**src/rtl/ahb_master_mux_if.sv**
```systemverilog
// Purpose : bundle of upstream-master and shared-bus signals for ahb_master_mux.
// Ports   : slave modport = mux side (consumes per-master fields, drives bus);
//           master modport = upstream/environment side (the mirror image).
interface ahb_master_mux_if #(
  parameter int ADDR_W = 32,
  parameter int DATA_W = 32
);
  // arbiter / slave-mux inputs
  logic [1:0]          Hmaster;
  logic                Hready;
  // per-master request fields, master i in slice i
  logic [4*ADDR_W-1:0] Haddr_m;
  logic [7:0]          Htrans_m;
  logic [3:0]          Hwrite_m;
  logic [11:0]         Hsize_m;
  logic [11:0]         Hburst_m;
  logic [4*DATA_W-1:0] Hwdata_m;
  // shared bus outputs
  logic [ADDR_W-1:0]   Haddr;
  logic [1:0]          Htrans;
  logic                Hwrite;
  logic [2:0]          Hsize;
  logic [2:0]          Hburst;
  logic [DATA_W-1:0]   Hwdata;
  logic [1:0]          Hmaster_data;
  logic                Hburst_last;
  logic                Hseq_err;

  modport slave (
    input  Hmaster, Hready, Haddr_m, Htrans_m, Hwrite_m, Hsize_m, Hburst_m, Hwdata_m,
    output Haddr, Htrans, Hwrite, Hsize, Hburst, Hwdata, Hmaster_data, Hburst_last, Hseq_err
  );

  modport master (
    output Hmaster, Hready, Haddr_m, Htrans_m, Hwrite_m, Hsize_m, Hburst_m, Hwdata_m,
    input  Haddr, Htrans, Hwrite, Hsize, Hburst, Hwdata, Hmaster_data, Hburst_last, Hseq_err
  );
endinterface

```
**src/rtl/ahb_master_mux.sv**
```systemverilog
// Purpose : 4-master AHB address/write-data mux with burst beat tracking.
// Latency : address phase combinational; write data follows one accepted beat later.
// Backpressure: Hready=0 freezes data-phase owner and all beat state.
// Ports   : Hclk, Hreset (sync, active-high); bus = ahb_master_mux_if.slave
//           (Hmaster/Hready/per-master fields in; Haddr..Hburst, Hwdata,
//           Hmaster_data, Hburst_last, Hseq_err out).
// Option  : define AHB_MUX_PROT_CHECK_EN to build the sticky Hseq_err checker;
//           otherwise Hseq_err is tied low.
module ahb_master_mux #(
  parameter int ADDR_W = 32,
  parameter int DATA_W = 32
) (
  input  logic            Hclk,
  input  logic            Hreset,
  ahb_master_mux_if.slave bus
);

  localparam logic [1:0] TR_IDLE   = 2'b00;
  localparam logic [1:0] TR_BUSY   = 2'b01;
  localparam logic [1:0] TR_NONSEQ = 2'b10;
  localparam logic [1:0] TR_SEQ    = 2'b11;

  localparam logic [2:0] BU_SINGLE = 3'd0;
  localparam logic [2:0] BU_INCR   = 3'd1;

  // per-master fields unpacked for indexed selection
  logic [ADDR_W-1:0] addr_arr  [4];
  logic [1:0]        trans_arr [4];
  logic              write_arr [4];
  logic [2:0]        size_arr  [4];
  logic [2:0]        burst_arr [4];
  logic [DATA_W-1:0] wdata_arr [4];

  genvar g;
  for (g = 0; g < 4; g++) begin : g_unpack
    assign addr_arr[g]  = bus.Haddr_m[g*ADDR_W +: ADDR_W];
    assign trans_arr[g] = bus.Htrans_m[g*2 +: 2];
    assign write_arr[g] = bus.Hwrite_m[g];
    assign size_arr[g]  = bus.Hsize_m[g*3 +: 3];
    assign burst_arr[g] = bus.Hburst_m[g*3 +: 3];
    assign wdata_arr[g] = bus.Hwdata_m[g*DATA_W +: DATA_W];
  end

  logic [1:0] master_data;
  logic [3:0] beat_cnt;   // beats remaining after the last accepted beat
  logic       incr_act;   // undefined-length INCR burst in progress
  logic [1:0] htrans_bus;
  logic [2:0] hburst_bus;

  // Bus HTRANS is forced IDLE in reset so no beat is ever seen as accepted.
  assign htrans_bus = Hreset ? TR_IDLE : trans_arr[bus.Hmaster];
  assign hburst_bus = burst_arr[bus.Hmaster];

  assign bus.Haddr        = addr_arr[bus.Hmaster];
  assign bus.Htrans       = htrans_bus;
  assign bus.Hwrite       = write_arr[bus.Hmaster];
  assign bus.Hsize        = size_arr[bus.Hmaster];
  assign bus.Hburst       = hburst_bus;
  assign bus.Hwdata       = wdata_arr[master_data];
  assign bus.Hmaster_data = master_data;

  // Beats remaining after a NONSEQ; INCR and SINGLE both leave nothing to count.
  function automatic logic [3:0] burst_len_m1(input logic [2:0] b);
    logic [3:0] n;
    n = 4'd0;
    case (b)
      3'd2, 3'd3: n = 4'd3;
      3'd4, 3'd5: n = 4'd7;
      3'd6, 3'd7: n = 4'd15;
      default:    n = 4'd0;
    endcase
    return n;
  endfunction

  always_ff @(posedge Hclk) begin
    if (Hreset) begin
      master_data <= 2'd0;
      beat_cnt    <= 4'd0;
      incr_act    <= 1'b0;
    end else if (bus.Hready) begin
      master_data <= bus.Hmaster;
      case (htrans_bus)
        TR_NONSEQ: begin
          // also covers arbiter early-termination: a new NONSEQ just reloads
          beat_cnt <= burst_len_m1(hburst_bus);
          incr_act <= (hburst_bus == BU_INCR);
        end
        TR_SEQ: begin
          if (beat_cnt != 4'd0) beat_cnt <= beat_cnt - 4'd1;
        end
        TR_IDLE: begin
          beat_cnt <= 4'd0;
          incr_act <= 1'b0;
        end
        default: ; // BUSY leaves the burst untouched
      endcase
    end
  end

  // Last beat is known from the current presentation plus the prior count.
  assign bus.Hburst_last = ((htrans_bus == TR_NONSEQ) && (hburst_bus == BU_SINGLE)) ||
                           ((htrans_bus == TR_SEQ) && !incr_act && (beat_cnt == 4'd1));

`ifdef AHB_MUX_PROT_CHECK_EN
  logic seq_err;

  // SEQ/BUSY with no burst open is a master protocol violation.
  always_ff @(posedge Hclk) begin
    if (Hreset) begin
      seq_err <= 1'b0;
    end else if (bus.Hready && ((htrans_bus == TR_SEQ) || (htrans_bus == TR_BUSY)) &&
                 (beat_cnt == 4'd0) && !incr_act) begin
      seq_err <= 1'b1;
    end
  end

  assign bus.Hseq_err = seq_err;
`else
  assign bus.Hseq_err = 1'b0;
`endif

endmodule

```
**src/flat_wrapper.sv**
```systemverilog
// flat-port wrapper written by rule: the top's interface ports become plain ports
module ahb_master_mux_flat 
#(
  parameter int ADDR_W = 32,
  parameter int DATA_W = 32
)
  (Hclk, Hreset, bus_Hmaster, bus_Hready, bus_Haddr_m, bus_Htrans_m, bus_Hwrite_m, bus_Hsize_m, bus_Hburst_m, bus_Hwdata_m, bus_Haddr, bus_Htrans, bus_Hwrite, bus_Hsize, bus_Hburst, bus_Hwdata, bus_Hmaster_data, bus_Hburst_last, bus_Hseq_err);
  ahb_master_mux_if #(.ADDR_W(ADDR_W), .DATA_W(DATA_W)) bus_i ();
  input  logic Hclk;
  input  logic Hreset;
  input wire logic [$bits(bus_i.Hmaster)-1:0] bus_Hmaster;
  input wire logic [$bits(bus_i.Hready)-1:0] bus_Hready;
  input wire logic [$bits(bus_i.Haddr_m)-1:0] bus_Haddr_m;
  input wire logic [$bits(bus_i.Htrans_m)-1:0] bus_Htrans_m;
  input wire logic [$bits(bus_i.Hwrite_m)-1:0] bus_Hwrite_m;
  input wire logic [$bits(bus_i.Hsize_m)-1:0] bus_Hsize_m;
  input wire logic [$bits(bus_i.Hburst_m)-1:0] bus_Hburst_m;
  input wire logic [$bits(bus_i.Hwdata_m)-1:0] bus_Hwdata_m;
  output wire logic [$bits(bus_i.Haddr)-1:0] bus_Haddr;
  output wire logic [$bits(bus_i.Htrans)-1:0] bus_Htrans;
  output wire logic [$bits(bus_i.Hwrite)-1:0] bus_Hwrite;
  output wire logic [$bits(bus_i.Hsize)-1:0] bus_Hsize;
  output wire logic [$bits(bus_i.Hburst)-1:0] bus_Hburst;
  output wire logic [$bits(bus_i.Hwdata)-1:0] bus_Hwdata;
  output wire logic [$bits(bus_i.Hmaster_data)-1:0] bus_Hmaster_data;
  output wire logic [$bits(bus_i.Hburst_last)-1:0] bus_Hburst_last;
  output wire logic [$bits(bus_i.Hseq_err)-1:0] bus_Hseq_err;
  assign bus_i.Hmaster = bus_Hmaster;
  assign bus_i.Hready = bus_Hready;
  assign bus_i.Haddr_m = bus_Haddr_m;
  assign bus_i.Htrans_m = bus_Htrans_m;
  assign bus_i.Hwrite_m = bus_Hwrite_m;
  assign bus_i.Hsize_m = bus_Hsize_m;
  assign bus_i.Hburst_m = bus_Hburst_m;
  assign bus_i.Hwdata_m = bus_Hwdata_m;
  assign bus_Haddr = bus_i.Haddr;
  assign bus_Htrans = bus_i.Htrans;
  assign bus_Hwrite = bus_i.Hwrite;
  assign bus_Hsize = bus_i.Hsize;
  assign bus_Hburst = bus_i.Hburst;
  assign bus_Hwdata = bus_i.Hwdata;
  assign bus_Hmaster_data = bus_i.Hmaster_data;
  assign bus_Hburst_last = bus_i.Hburst_last;
  assign bus_Hseq_err = bus_i.Hseq_err;
  ahb_master_mux #(.ADDR_W(ADDR_W), .DATA_W(DATA_W)) u_core (.Hclk(Hclk), .Hreset(Hreset), .bus(bus_i));
endmodule
```
**config.mk**
```make
export PLATFORM = sky130hd
export DESIGN_NAME = ahb_master_mux_flat
export DESIGN_NICKNAME = d
export VERILOG_FILES = /design/src/rtl/ahb_master_mux_if.sv /design/src/rtl/ahb_master_mux.sv /design/src/flat_wrapper.sv
export SDC_FILE = /design/constraint.sdc
export NUM_CORES = 1
export LEC_CHECK = 0
export ABC_AREA = 0
export CAP_MARGIN = 40
export CORE_AREA = 2 2 145 147
export DETAILED_ROUTE_END_ITERATION = 8
export DIE_AREA = 0 0 147 149
export PLACE_DENSITY = 0.43
export SETUP_SLACK_MARGIN = 0.5
export SYNTH_ARGS = -nofsm -noshare
export SYNTH_HDL_FRONTEND = slang
export SYNTH_SLANG_ARGS = --single-unit
```
**constraint.sdc**
```tcl
create_clock -name Hclk -period 6.61 [get_ports Hclk]
set_clock_uncertainty 0.2 [all_clocks]
set_input_delay 0.661 -clock Hclk [delete_from_list [all_inputs] [get_ports Hclk]]
set_output_delay 0.661 -clock Hclk [all_outputs]
set_load 0.05 [all_outputs]
```
==> After elaboration in Yosys (flattened, before gate mapping) <==
Index checks and enable logic that the tools add are counted.
{ "op_classes": {"order_cmp": 2, "add_sub_neg": 1, "reduce_logical": 15, "eq_ne": 11, "n_mux": 23, "bitwise": 2} }
{ "ops": {"columns": ["operator", "count"], "rows": [
  ["$bmux 32 s2", 2],
  ["$mux 32", 4],
  ["$pmux 4 s3", 2],
  ["$bmux 3 s2", 2],
  ["$eq 3x3->1 const B", 4],
  ["$mux 3", 4],
  ["$eq 3x2->1 const B", 2],
  ["$ge 3x3->1 const B", 2],
  ["$mux 2", 3],
  ["$not 2->3", 2],
  ["$reduce_or 2->1", 3],
  ["$bmux 2 s2", 1],
  ["$eq 2x2->1 const B", 2],
  ["$eq 4x1->1 const B", 1],
  ["$mux 4", 1],
  ["$reduce_bool 4->1", 1],
  ["$sub 4x1->4 const B", 1],
  ["$eq 3x1->1 const B", 1],
  ["$logic_and 1x1->1", 3],
  ["$logic_not 3->1", 1],
  ["$reduce_and 3->1", 1],
  ["$reduce_bool 3->1", 1],
  ["$bmux 1 s2", 1],
  ["$logic_not 2->1", 1],
  ["other kinds (7)", 8]
]} }
{ "word_totals": {"inputBits": 297, "register_bits": 7, "output_inout_bits": 77, "wordCells": 57} }

==> Logic depth before layout (Yosys ltp) <==
{ "logic_depth": {"word_depth": 9, "mapped_depth": 8, "ltp_nobuf": 7} }

==> Worst setup path before layout <==
Ideal clock, no wire load.
{ "synth_timing": {"path_type": "input to output", "startpoint": "input port bus_Hmaster[0]", "endpoint": "output port bus_Hburst_last", "slack_ns": 1.998, "required_time_ns": 5.749, "path_stages": 7, "t_arrival_ns": 3.751, "path_buffers": 2, "cell_sequence": "buf_6 > clkbuf_1 > a211oi_1 > a211oi_1 > ha_1 > nand2b_1 > o21ai_1"} }
{ "synth_via": {"elab_chain_cells": 9} }
{ "synth_rtl": {"columns": ["element", "line", "source"], "rows": [
  ["from (decl)", "flat_wrapper.sv:11", "input wire logic [$bits(bus_i.Hmaster)-1:0] bus_Hmaster;"],
  ["$not 2->3 (implied by the code) *", "ahb_master_mux.sv:51", "assign htrans_bus = Hreset ? TR_IDLE : trans_arr[bus.Hmaster];"],
  ["$bmux 2 s2 *", "ahb_master_mux.sv:51", null],
  ["$mux 2 (implied by the code) * (2 in a row)", "ahb_master_mux.sv:51", null],
  ["$mux 2 *", "ahb_master_mux.sv:51", null],
  ["net bus_Htrans[1]", "flat_wrapper.sv:20", "output wire logic [$bits(bus_i.Htrans)-1:0] bus_Htrans;"],
  ["$eq 2x2->1", "ahb_master_mux.sv:102", "((htrans_bus == TR_SEQ) && !incr_act && (beat_cnt == 4'd1));"],
  ["$logic_and 1x1->1 (2 in a row)", "ahb_master_mux.sv:102", null],
  ["$logic_or 1x1->1 *", "ahb_master_mux.sv:101", "assign bus.Hburst_last = ((htrans_bus == TR_NONSEQ) && (hburst_bus == BU_SINGLE)) ||"],
  ["to (decl)", "flat_wrapper.sv:26", "output wire logic [$bits(bus_i.Hburst_last)-1:0] bus_Hburst_last;"]
]} }
The timed path passes the listed nets; every way through them passes the cells marked *. The select of a mux whose other input is x is not followed.

==> Final worst setup path <==
{ "layout_timing": {"startpoint": "input port bus_Hmaster[1]", "endpoint": "output port bus_Hburst_last"} }
{ "layout_via": {"elab_chain_cells": 9} }
{ "layout_rtl": {"columns": ["element", "line"], "rows": [
  ["$not 2->3 (implied by the code) *", "ahb_master_mux.sv:51, ahb_master_mux.sv:52"],
  ["$bmux 2 s2", "ahb_master_mux.sv:51"],
  ["$mux 2 (implied by the code) (2 in a row)", "ahb_master_mux.sv:51"],
  ["$mux 2", "ahb_master_mux.sv:51"],
  ["$eq 2x2->1", "ahb_master_mux.sv:102"],
  ["$logic_and 1x1->1 (2 in a row)", "ahb_master_mux.sv:102"],
  ["$logic_or 1x1->1 *", "ahb_master_mux.sv:101"]
]} }
Every way passes the cells marked *; elsewhere a longest branch is shown, timed or not. The select of a mux whose other input is x is not followed.

==> impl_summary.log <==
INFO  metric yosysUniqueCellTypes = 34
INFO  metric worst_path_largest_cell_delay = 840 ps
INFO  metric post_cts.resized_instances = 0
INFO  metric fp.dieArea = 21900 um2
INFO  metric post_cts_hold_buffer_count = 0
INFO  metric crit_required = 5750 ps
INFO  metric post_synth_inst_count = 151
INFO  metric setup-violations-final = 0
INFO  metric clock_power_share = 14.0%
INFO  metric cts_made_buffers = 3
INFO  metric antennaDiodeCount = 0
INFO  metric power.combinational.fraction = 79.4%
INFO  metric number_of_h_tree_levels = 1
INFO  metric synthesis.area_per_instance = 14.82 um2
INFO  metric worst-endpoint-arrival = 3250 ps
INFO  metric synth.cell_area = 2238 um2
INFO  metric worst_slew_margin_rel = 57.03%
INFO  metric cell_repeated_most_along_the_worst_path = sky130_fd_sc_hd__a211oi_1
INFO  metric period_share = 62.25%
INFO  metric worstSkewPairLatency = 230 ps
INFO  metric clock_transition_at_path_regs = 40 ps
INFO  metric vdd_drop_max = 0.07257 mV
INFO  metric antenna_found_initial = 0
INFO  metric post_route_cells_drive_above_1_share = 16.44%
INFO  metric rsz_0062_raised_after_global_routing = false
INFO  metric cts.path.max_buffers = 2
INFO  metric drt-vias-per-instance = 4.032
INFO  metric fin_nets = 815
INFO  metric yosys-top-cells-count = 72 x sky130_fd_sc_hd__mux4_2, 9 x sky130_fd_sc_hd__clkbuf_1, 8 x sky130_fd_sc_hd__buf_2
INFO  metric critical_path.cell_chain = buf_2 -> buf_4 -> nor2b_1 -> a211oi_1 -> a211oi_1 -> ha_1 -> nand4b_1 -> o21ai_1 -> clkdlybuf4s50_1
INFO  metric hold_viol_final = 0
INFO  metric synth_area_leader_cell = sky130_fd_sc_hd__mux4_2
INFO  metric cts_setup_buffers = 0
INFO  metric area_growth = 181.9%
INFO  metric detailedRoute.firstIterationViolations = 53
INFO  metric synth.most_common_cell = sky130_fd_sc_hd__mux4_2
INFO  metric power_switching_share = 41.04%
INFO  metric gp_congestion = 0.8262
INFO  metric kind_of_critical_path = in -> out
INFO  metric first_global_vias = 3573
INFO  metric critical_path.top_delay_family = buffers and inverters
INFO  metric initial_core_util = 10.89%
INFO  metric cts-root-buf = sky130_fd_sc_hd__clkbuf_16
INFO  metric async_reset_ff_share = 0%
INFO  metric p_int = 434.7 uW
INFO  metric timing.critical_path.fanout_max = 30
INFO  metric avgRoutedWirePerCell = 18.34 um
INFO  metric post-route-worst-setup-slack = 2495 ps
INFO  metric final_max_slew_viol_count = 0
INFO  metric warnings_synthesis = 0
INFO  metric instances_no_fill = 786
INFO  metric critical_path.slowest_cell = sky130_fd_sc_hd__clkdlybuf4s50_1
INFO  metric synth_top_cell_area_share = 72.44%
INFO  metric main_area_contributors_after_synthesis = sky130_fd_sc_hd__mux4_2 72%, sky130_fd_sc_hd__dfxtp_1 6.3%, sky130_fd_sc_hd__ha_1 3.4%
INFO  metric drt_first_pass_iters = 4
INFO  metric synth.net_count = 454
INFO  metric drt_drc_violations_left = 0
INFO  metric power_density = 116.8 nW/um2
INFO  metric worstSetupStartpointType = input port
INFO  metric clock_sink_count = 7
INFO  metric detailedPlacementHpwl = 12.76 mm
INFO  metric maximum_frequency_from_static_timing_analysis = 243.0 MHz
INFO  metric critPathCaptureType = output port
INFO  metric placed_cells_incl_taps = 782
INFO  metric hold_class = reg -> reg
INFO  metric postSynth.topFlopCell = sky130_fd_sc_hd__dfxtp_1
INFO  metric detail_route.wirelength = 14.42 mm
INFO  metric die-height = 149 um
INFO  metric switching_power = 302.6 uW
INFO  metric wire_length_of_the_first_global_routing_pass = 20.81 mm
INFO  metric count_of_pins_on_the_block_boundary = 374
INFO  metric global_route.overflow_total = 0
INFO  metric fraction_of_the_yosys_area_taken_by_sequential_cells = 6.260%
INFO  metric synth-edff-count = 0
INFO  metric synth_seq_cells = 7
INFO  metric power_leakage = 0.002149 uW
INFO  metric portBuffers = 372
INFO  metric run_status = finished clean
INFO  metric ant_nets = 0
INFO  metric setup_total_negative_slack = 0 ps
INFO  metric placeableCoreArea = 20560 um2
INFO  metric grt_start_max_net_pins = 35
INFO  metric routed-via-count = 3169
INFO  metric layout_min_cycle_time = 4115 ps
INFO  metric pre_cts_slack = 2388 ps
INFO  metric track_usage = 12.35%
INFO  metric critical_path_buf_inv_count = 3
INFO  metric die-width = 147 um
INFO  metric worstMarginPinSlew = 644.5 ps
INFO  metric maxCapViolCount = 0
INFO  metric pwr-share-seq = 6.6%
INFO  metric num_rows = 53
INFO  metric tritoncts_clock_tree = done
==> layout make-up <==
class                           count  area [um2]
Sequential cell                     7       141.4
Multi-Input combinational cell    118        1979
Clock buffer                        4       78.83
Inverter                            6       22.52
Tap cell                          275       344.1
Timing Repair Buffer              376        3744
Fill cell                        2082       14250
==> worst min-delay path: stages, from the launching register on <==
cell	delay (ps)
sky130_fd_sc_hd__dfxtp_1	320
sky130_fd_sc_hd__o211ai_1	100
sky130_fd_sc_hd__o41ai_2	50
==> cells by family after synthesis <==
| kind of cell | Yosys count | synth area share [%] |
|---|---|---|
| adders and majority gates | 6 | 3.354 |
| muxes | 75 | 73.78 |
| AOI/OAI and AO/OA | 18 | 6.205 |
| and+or+nand+nor | 18 | 4.920 |
| buffers and inverters | 26 | 5.310 |
| other | 1 | 0.1675 |
| DFF | 7 | 6.260 |
==> final timing paths <==
kind | from | end | slack [ps] | depth (start not counted)
setup / recovery | bus_Hmaster[1] | bus_Hburst_last | 2500 | 9
hold reg to reg | u_core.incr_act | u_core.incr_act | 300 | 2
hold / removal | u_core.incr_act | u_core.incr_act | 300 | 2
setup reg to reg | u_core.beat_cnt[0] | u_core.beat_cnt[2] | 4820 | 5
==> per-layer routing <==
| metal | track usage (%) | share of wire (%) |
|---|---|---|
| met4 | 4.038 | 2.4 |
| met2 | 25.09 | 56 |
| met5 | 0 | 0 |
| met3 | 4.159 | 11 |
| met1 | 11.44 | 31 |
==> stage by stage <==
step	hold slack (ps)	utilization, %	power (uW)	area, um2
2_1_floorplan	260.7	-	351.5	2238
3_3_place_gp	292.7	30.31	637.8	6231
3_5_place_dp	294.6	30.31	639.1	6231
4_1_cts	302.9	30.69	747.3	6310
5_1_grt	344.9	30.69	769.5	6310
6_report	303.1	30.69	737.2	6310
==> power by group through the flow <==
stage | Clock [uW] | Sequential (uW) | Combinational (uW)
after floorplan | 0 | 51.0 | 300
final | 103 | 48.7 | 585
after global placement | 0 | 49.1 | 589
after CTS | 106 | 48.7 | 592
after detailed placement | 0 | 49.3 | 590
after global routing | 108 | 49.1 | 612
==> layout by cell type (no fill, tap or decap), types with 4 or more instances in the layout <==
master                            synthesis  final
sky130_fd_sc_hd__mux4_2                  72     72
sky130_fd_sc_hd__dfxtp_1                  7      6
sky130_fd_sc_hd__clkdlybuf4s50_1          0    370
sky130_fd_sc_hd__ha_1                     6      6
sky130_fd_sc_hd__inv_1                    6      6
sky130_fd_sc_hd__buf_4                    1      4
==> registers in the layout, indices dropped and copies added (netlist names) <==
name	flops
u_core.bus.Hmaster_data	2
u_core.incr_act	1
u_core.beat_cnt	4
(Power assumes the default switching activity.)
